<file path="config.mk">
export PLATFORM = sky130hd
export DESIGN_NAME = am_duty_feeder
export DESIGN_NICKNAME = d
export VERILOG_FILES = /design/src/rtl/am_duty_feeder_pkg.sv /design/src/rtl/am_duty_feeder_sample_fifo.sv /design/src/rtl/am_duty_feeder.sv
export SDC_FILE = /design/constraint.sdc
export NUM_CORES = 1
export LEC_CHECK = 0
export BUFFER_PORTS_ARGS = -buffer_cell sky130_fd_sc_hd__buf_2
export CORE_ASPECT_RATIO = 1.25
export CORE_UTILIZATION = 45
export DETAILED_ROUTE_END_ITERATION = 8
export PLACE_DENSITY_LB_ADDON = 0.2
export SLEW_MARGIN = 15
export SYNTH_ARGS = -nofsm -noshare
export SYNTH_HDL_FRONTEND = slang
export SYNTH_SLANG_ARGS = --single-unit
</file>
<file path="constraint.sdc">
create_clock -name clk -period 12.8 [get_ports clk]
set_input_delay 2.56 -clock clk [delete_from_list [all_inputs] [get_ports clk]]
set_output_delay 2.56 -clock clk [all_outputs]
set_load 0.01 [all_outputs]
</file>
<file path="src/rtl/am_duty_feeder_pkg.sv">
// Shared constants and types for the AM duty feeder.
package am_duty_feeder_pkg;

  localparam int unsigned AM_PWM_STEPS_DEFAULT = 50;
  localparam int unsigned CARRIER_DUTY_DEFAULT = AM_PWM_STEPS_DEFAULT / 2;
  localparam int unsigned MOD_FRAC_W           = 8;
  localparam int unsigned MOD_W                = 8;
  localparam int unsigned DUTY_W               = 6;

  typedef enum logic {
    ST_IDLE = 1'b0,
    ST_RUN  = 1'b1
  } state_e;

endpackage

</file>
<file path="src/rtl/am_duty_feeder_sample_fifo.sv">
// Synchronous show-ahead FIFO with occupancy level and synchronous flush.
module am_duty_feeder_sample_fifo #(
  parameter int unsigned WIDTH = 8,
  parameter int unsigned DEPTH = 4
) (
  input  logic                       clk,
  input  logic                       rst,
  input  logic                       flush,
  input  logic                       push,
  input  logic                       pop,
  input  logic [WIDTH-1:0]           wr_data,
  output logic [WIDTH-1:0]           rd_data_c,
  output logic [$clog2(DEPTH):0]     level,
  output logic [$clog2(DEPTH):0]     level_nxt_c,
  output logic                       full_c,
  output logic                       empty_c
);

  localparam int unsigned AW = $clog2(DEPTH);
  localparam int unsigned LW = AW + 1;

  logic [WIDTH-1:0] mem [DEPTH];
  logic [AW-1:0]    wr_ptr;
  logic [AW-1:0]    rd_ptr;
  logic             push_ok;
  logic             pop_ok;

  assign full_c    = (level == LW'(DEPTH));
  assign empty_c   = (level == '0);
  assign push_ok   = push && !full_c;
  assign pop_ok    = pop && !empty_c;
  assign rd_data_c = mem[rd_ptr];

  assign level_nxt_c = flush ? '0 : (level + LW'(push_ok) - LW'(pop_ok));

  // Pointers wrap naturally because DEPTH is a power of two.
  always_ff @(posedge clk or negedge rst) begin
    if (!rst) begin
      wr_ptr <= '0;
      rd_ptr <= '0;
      level  <= '0;
    end else if (flush) begin
      wr_ptr <= '0;
      rd_ptr <= '0;
      level  <= '0;
    end else begin
      if (push_ok) wr_ptr <= wr_ptr + AW'(1);
      if (pop_ok)  rd_ptr <= rd_ptr + AW'(1);
      level <= level_nxt_c;
    end
  end

  // Storage needs no reset; occupancy tracking guards every read.
  always_ff @(posedge clk) begin
    if (push_ok && !flush) mem[wr_ptr] <= wr_data;
  end

endmodule

</file>
<file path="src/rtl/am_duty_feeder.sv">
// Buffers audio samples and emits one clamped AM duty word per PWM symbol tick.
module am_duty_feeder
  import am_duty_feeder_pkg::*;
#(
  parameter int unsigned AM_PWM_STEPS = AM_PWM_STEPS_DEFAULT,
  parameter int unsigned CARRIER_DUTY = AM_PWM_STEPS / 2,
  parameter int unsigned SAMPLE_W     = 8,
  parameter int unsigned FIFO_DEPTH   = 4
) (
  input  logic                           clk,
  input  logic                           rst,
  input  logic                           enable,
  input  logic                           symb_tick,
  input  logic signed [SAMPLE_W-1:0]     s_data,
  input  logic                           s_valid,
  output logic                           s_ready,
  input  logic [MOD_W-1:0]               mod_index,
  output logic [DUTY_W-1:0]              duty,
  output logic                           duty_valid,
  output logic                           underrun,
  output logic                           overflow,
  output logic [$clog2(FIFO_DEPTH):0]    fifo_level
);

  localparam int unsigned LVL_W  = $clog2(FIFO_DEPTH) + 1;
  localparam int unsigned PROD_W = SAMPLE_W + MOD_W + 1;
  localparam int unsigned SUM_W  = PROD_W + 1;

  state_e state_q, state_d;
  logic flush_c, push_c, tick_c, pop_c, ovf_set_c, unr_set_c;
  logic fifo_full_c, fifo_empty_c;
  logic [SAMPLE_W-1:0] head_c;
  logic [LVL_W-1:0]    level_nxt_c;

  logic signed [SAMPLE_W-1:0] sample_c;
  logic signed [PROD_W-1:0]   prod_q;
  logic                       prod_valid_q;
  logic signed [SUM_W-1:0]    sum_c;
  logic [DUTY_W-1:0]          duty_c;

  always_ff @(posedge clk or negedge rst) begin
    if (!rst) state_q <= ST_IDLE;
    else      state_q <= state_d;
  end

  // Leaving RUN takes effect in the same cycle enable drops.
  always_comb begin
    state_d   = state_q;
    flush_c   = 1'b0;
    push_c    = 1'b0;
    tick_c    = 1'b0;
    pop_c     = 1'b0;
    ovf_set_c = 1'b0;
    unr_set_c = 1'b0;
    case (state_q)
      ST_IDLE: begin
        flush_c = 1'b1;
        if (enable) state_d = ST_RUN;
      end
      ST_RUN: begin
        if (!enable) begin
          state_d = ST_IDLE;
          flush_c = 1'b1;
        end else begin
          push_c    = s_valid && s_ready && !fifo_full_c;
          tick_c    = symb_tick;
          pop_c     = symb_tick && !fifo_empty_c;
          ovf_set_c = s_valid && !s_ready;
          unr_set_c = symb_tick && fifo_empty_c;
        end
      end
      default: state_d = ST_IDLE;
    endcase
  end

  am_duty_feeder_sample_fifo #(
    .WIDTH (SAMPLE_W),
    .DEPTH (FIFO_DEPTH)
  ) u_fifo (
    .clk         (clk),
    .rst         (rst),
    .flush       (flush_c),
    .push        (push_c),
    .pop         (pop_c),
    .wr_data     (s_data),
    .rd_data_c   (head_c),
    .level       (fifo_level),
    .level_nxt_c (level_nxt_c),
    .full_c      (fifo_full_c),
    .empty_c     (fifo_empty_c)
  );

  // Registered from next-state values so it equals (level < depth) in RUN.
  always_ff @(posedge clk or negedge rst) begin
    if (!rst) s_ready <= 1'b0;
    else      s_ready <= (state_d == ST_RUN) && (level_nxt_c < LVL_W'(FIFO_DEPTH));
  end

  // An underrun tick pushes a zero sample, giving the bare carrier duty.
  assign sample_c = pop_c ? $signed(head_c) : '0;

  always_ff @(posedge clk or negedge rst) begin
    if (!rst) begin
      prod_q       <= '0;
      prod_valid_q <= 1'b0;
    end else if (flush_c) begin
      prod_q       <= '0;
      prod_valid_q <= 1'b0;
    end else begin
      prod_valid_q <= tick_c;
      if (tick_c) prod_q <= PROD_W'(sample_c) * PROD_W'($signed({1'b0, mod_index}));
    end
  end

  always_comb begin
    sum_c  = $signed(SUM_W'(CARRIER_DUTY)) + SUM_W'(prod_q >>> MOD_FRAC_W);
    duty_c = DUTY_W'(sum_c);
    if (sum_c[SUM_W-1])                              duty_c = '0;
    else if (sum_c > $signed(SUM_W'(AM_PWM_STEPS)))  duty_c = DUTY_W'(AM_PWM_STEPS);
  end

  always_ff @(posedge clk or negedge rst) begin
    if (!rst) begin
      duty       <= '0;
      duty_valid <= 1'b0;
    end else if (flush_c) begin
      duty       <= '0;
      duty_valid <= 1'b0;
    end else begin
      duty_valid <= prod_valid_q;
      if (prod_valid_q) duty <= duty_c;
    end
  end

  always_ff @(posedge clk or negedge rst) begin
    if (!rst) begin
      underrun <= 1'b0;
      overflow <= 1'b0;
    end else if (flush_c) begin
      underrun <= 1'b0;
      overflow <= 1'b0;
    end else begin
      if (unr_set_c) underrun <= 1'b1;
      if (ovf_set_c) overflow <= 1'b1;
    end
  end

endmodule
</file>
==> run summary <==
Post-CTS Resized - 0
share of the core filled with cells in the final layout - 0.524
setup-violating endpoint count in the final report - 0
fraction of synthesis flops using an asynchronous set or reset pin - 0.467
worst setup slack before clock tree synthesis - 4.57 ns
worst stage delay on the critical path - 0.55 ns
clock latency at the later pin of the worst-skew pair - 0.32 ns
per-cell routed wire length - 16.1 um
pin count of the biggest net entering global routing - 29
number of synthesis warnings - 0
sequential-to-total area share from yosys stat - 0.348
detailed-route vias per instance - 5.30
starting density of the core - 0.468
worst hold slack across all endpoints - 0.490 ns
row cnt - 41
Worst Max-Slew Pin Slew - 0.629 ns
endpoint class of the critical path - flip-flop
Worst Path Required - 13.03 ns
CTS max path bufs - 2
CTS tree - done
largest vdd supply drop - 0.0948 mV
non-filler instance count after layout - 608
Top FF cell, synth - sky130_fd_sc_hd__edfxtp_1
Pins Over Slew Limit - 0
Detailed Routing Iterations Pass 1 - 4
number of antenna repair diodes - 0
H-tree depth reported by CTS - 3
GRT Total Usage - 0.198
cell repeated most along the worst path - sky130_fd_sc_hd__fa_1
unrepaired setup endpoints after global routing - no
post-synth net total - 547
sum of routed wire length over all layers - 9770 um
count of boundary I/O pins - 34
MaxCap Viol Count - 0
Die H - 117 um
Critical-path top delay cell - sky130_fd_sc_hd__or4b_4
wire length of the first global-routing pass - 16600 um
vias in the first global route - 3446
Gate Count Post-Synth - 441
number of flip-flops and latches in the synthesized netlist - 60
GR Overflow Total - 0
max frequency - 0.127 GHz
Sequential Area - 0.00166 mm2
Final Wtd Congestion - 0.916
number of clock buffers inserted by TritonCTS - 9
area of all placed cells without fillers - 0.00535 mm2
number of antenna-violating nets in the routed design - 0
number of buffers inserted for hold repair after clock tree synthesis - 0
LEAKAGE - 2.57 nW
vias after detailed routing - 3221
critical path arrival - 8.13 ns
startpoint kind of the worst setup timing path - input pin
start-to-end type of the worst setup path - input pin to flip-flop
number of antenna violations at the first check in global routing - 0
residual DRC count - 0
number of hold violations in the final report - 0
max-slew headroom at the worst pin - 0.578
fill cell count - 889
master cell of the clock root buffer - sky130_fd_sc_hd__clkbuf_16
post-route minimum period - 7.90 ns
PnR worst setup slack - 4.90 ns
Post-layout nets - 580
count of placed standard cells including taps - 592
number of flops mapped to enable cells by yosys - 32
post-route total power - 462 uW
detailed-placement wirelength estimate - 7660 um
clock sink total - 60
core region area - 0.0102 mm2
setup clock skew after layout - 0.00679 ns
# Post-CTS Setup Buffers - 0
I/O Buffers - 33
cell chain of the critical path - buf_2 -> and2_1 -> nand2_1 -> inv_1 -> nand2b_1 -> inv_1 -> nand2_2 -> or2_2 -> fa_1 -> fa_1 -> inv_1 -> fa_1 -> fa_1 -> ha_1 -> nand2_1 -> or4b_4 -> a311oi_1 -> a2111oi_2 -> xnor2_1 -> a211oi_2
clock transition at the registers of the reported paths - 0.05 ns
synthesis-to-layout area growth - 11.9%
combined area of the multi-input logic cells - 0.00284 mm2
placed inst area - 0.00505 mm2
share of the clock period used by the worst path - 0.617
fraction of layout cells with a size suffix above 1 - 0.144
worst min-delay path class - flip-flop to flip-flop
synthesized area divided by synthesized cell count - 10.8 um2
area of the die - 0.0110 mm2
number of different library cells in the post-synthesis netlist - 53
outcome - complete, no violations
Power per Cell Area - 86.3 mW/mm2
chip width - 94.2 um
highest net fanout along the worst path - 10
post-synthesis instance area - 0.00478 mm2
total negative slack for setup checks - 0 ns
Initial DRC Count - 112
-- cell usage after synthesis, types with 5 or more instances --
master / number / area (um2)
sky130_fd_sc_hd__and2_1: 44 / 275
sky130_fd_sc_hd__o21ai_0: 13 / 65.1
sky130_fd_sc_hd__inv_1: 58 / 218
sky130_fd_sc_hd__mux4_2: 8 / 180
sky130_fd_sc_hd__and3_1: 6 / 37.5
sky130_fd_sc_hd__ha_1: 49 / 613
sky130_fd_sc_hd__a211oi_1: 5 / 37.5
sky130_fd_sc_hd__a21oi_1: 11 / 55.1
sky130_fd_sc_hd__nor2b_1: 7 / 43.8
sky130_fd_sc_hd__nor2_1: 20 / 75.1
sky130_fd_sc_hd__nand2_1: 38 / 143
sky130_fd_sc_hd__xnor2_1: 11 / 96.3
sky130_fd_sc_hd__edfxtp_1: 32 / 961
sky130_fd_sc_hd__dfrtp_1: 28 / 701
sky130_fd_sc_hd__nand3_1: 5 / 25.0
sky130_fd_sc_hd__fa_1: 36 / 721
sky130_fd_sc_hd__nand3b_1: 5 / 37.5
-- sequential cells by signal (all words and copies together) (netlist names) --
| name | cells |
|---|---|
| prod_q | 9 |
| state_q | 1 |
| prod_valid_q | 1 |
| u_fifo.level | 3 |
| duty | 6 |
| u_fifo.wr_ptr | 2 |
| u_fifo.rd_ptr | 2 |
| overflow | 1 |
| s_ready | 1 |
| underrun | 1 |
| duty_valid | 1 |
| u_fifo.mem | 32 |
-- where the power goes --
part           leakage, nW  internal (mW)  switching [mW]  total (mW)
registers            0.672          0.206         0.00128       0.207
clock network        0.142          0.151          0.0852       0.236
logic                 1.76        0.00583          0.0123      0.0181
-- cell type report --
cell class / instances / area share
Clock buffer: 9 / 0.0421
Clock inverter: 7 / 0.0143
Inverter: 58 / 0.0407
Multi-Input combinational cell: 312 / 0.531
Sequential cell: 60 / 0.311
Tap cell: 129 / 0.0302
Timing Repair Buffer: 33 / 0.0309
-- path summary, 6_finish.rpt --
path | slack (ns) | cells past startpoint | end | from
worst min register to register | 0.49 | 2 | duty[2] | duty[2]
min in group asynchronous | 2.25 | 1 | u_fifo.level[2] | rst
worst max register to register | 6.88 | 19 | prod_q[16] | state_q
worst min-delay path | 0.49 | 2 | duty[2] | duty[2]
max in group asynchronous | 10.15 | 1 | prod_q[15] | rst
worst max-delay path | 4.90 | 20 | prod_q[16] | enable
-- layer usage --
metal	routed length, um	global-route usage
met1	4310	0.233
met2	4970	0.355
met3	277	0.0381
met4	207	0.0810
met5	0	0
-- cell families (layout without fill, tap and decap cells) --
group | after synthesis | in the layout | share of synthesized area
AOI/OAI and AO/OA | 54 | 54 | 0.0764
xor gates and xnor gates | 15 | 15 | 0.0275
adders and majority gates | 85 | 85 | 0.279
buffers and inverters | 69 | 107 | 0.0576
DFF | 60 | 60 | 0.348
muxes | 14 | 14 | 0.0508
and+or+nand+nor | 144 | 144 | 0.161
-- critical path, delay by kind of cell --
kind,cells,cell delay (ns)
AO/OA/AOI/OAI,3,0.64
XOR/XNOR,1,0.15
adder cells (fa/ha/maj),5,2.38
buffers and inverters,4,0.51
AND/OR/NAND/NOR,7,1.87
-- cells in the final DEF, fill, tap and decap left out, types with 3 or more instances in the layout --
| cell type | instances |
|---|---|
| sky130_fd_sc_hd__a31oi_1 | 3 |
| sky130_fd_sc_hd__a21oi_1 | 11 |
| sky130_fd_sc_hd__xnor2_1 | 11 |
| sky130_fd_sc_hd__nand2_1 | 38 |
| sky130_fd_sc_hd__dfrtp_1 | 28 |
| sky130_fd_sc_hd__ha_1 | 49 |
| sky130_fd_sc_hd__mux2i_1 | 4 |
| sky130_fd_sc_hd__o211ai_1 | 3 |
| sky130_fd_sc_hd__nor2b_1 | 7 |
| sky130_fd_sc_hd__a211oi_1 | 5 |
| sky130_fd_sc_hd__inv_1 | 58 |
| sky130_fd_sc_hd__edfxtp_1 | 32 |
| sky130_fd_sc_hd__or2_2 | 3 |
| sky130_fd_sc_hd__mux4_2 | 8 |
| sky130_fd_sc_hd__clkbuf_16 | 9 |
| sky130_fd_sc_hd__and3_1 | 6 |
| sky130_fd_sc_hd__nand4_1 | 3 |
| sky130_fd_sc_hd__buf_2 | 33 |
| sky130_fd_sc_hd__nand3b_1 | 5 |
| sky130_fd_sc_hd__xor2_1 | 4 |
| sky130_fd_sc_hd__fa_1 | 36 |
| sky130_fd_sc_hd__nand3_1 | 5 |
| sky130_fd_sc_hd__and2_1 | 44 |
| sky130_fd_sc_hd__o21ai_0 | 13 |
| sky130_fd_sc_hd__nor2_1 | 20 |
| sky130_fd_sc_hd__a21o_1 | 3 |
Note: power is estimated with default switching activity, not from simulation.
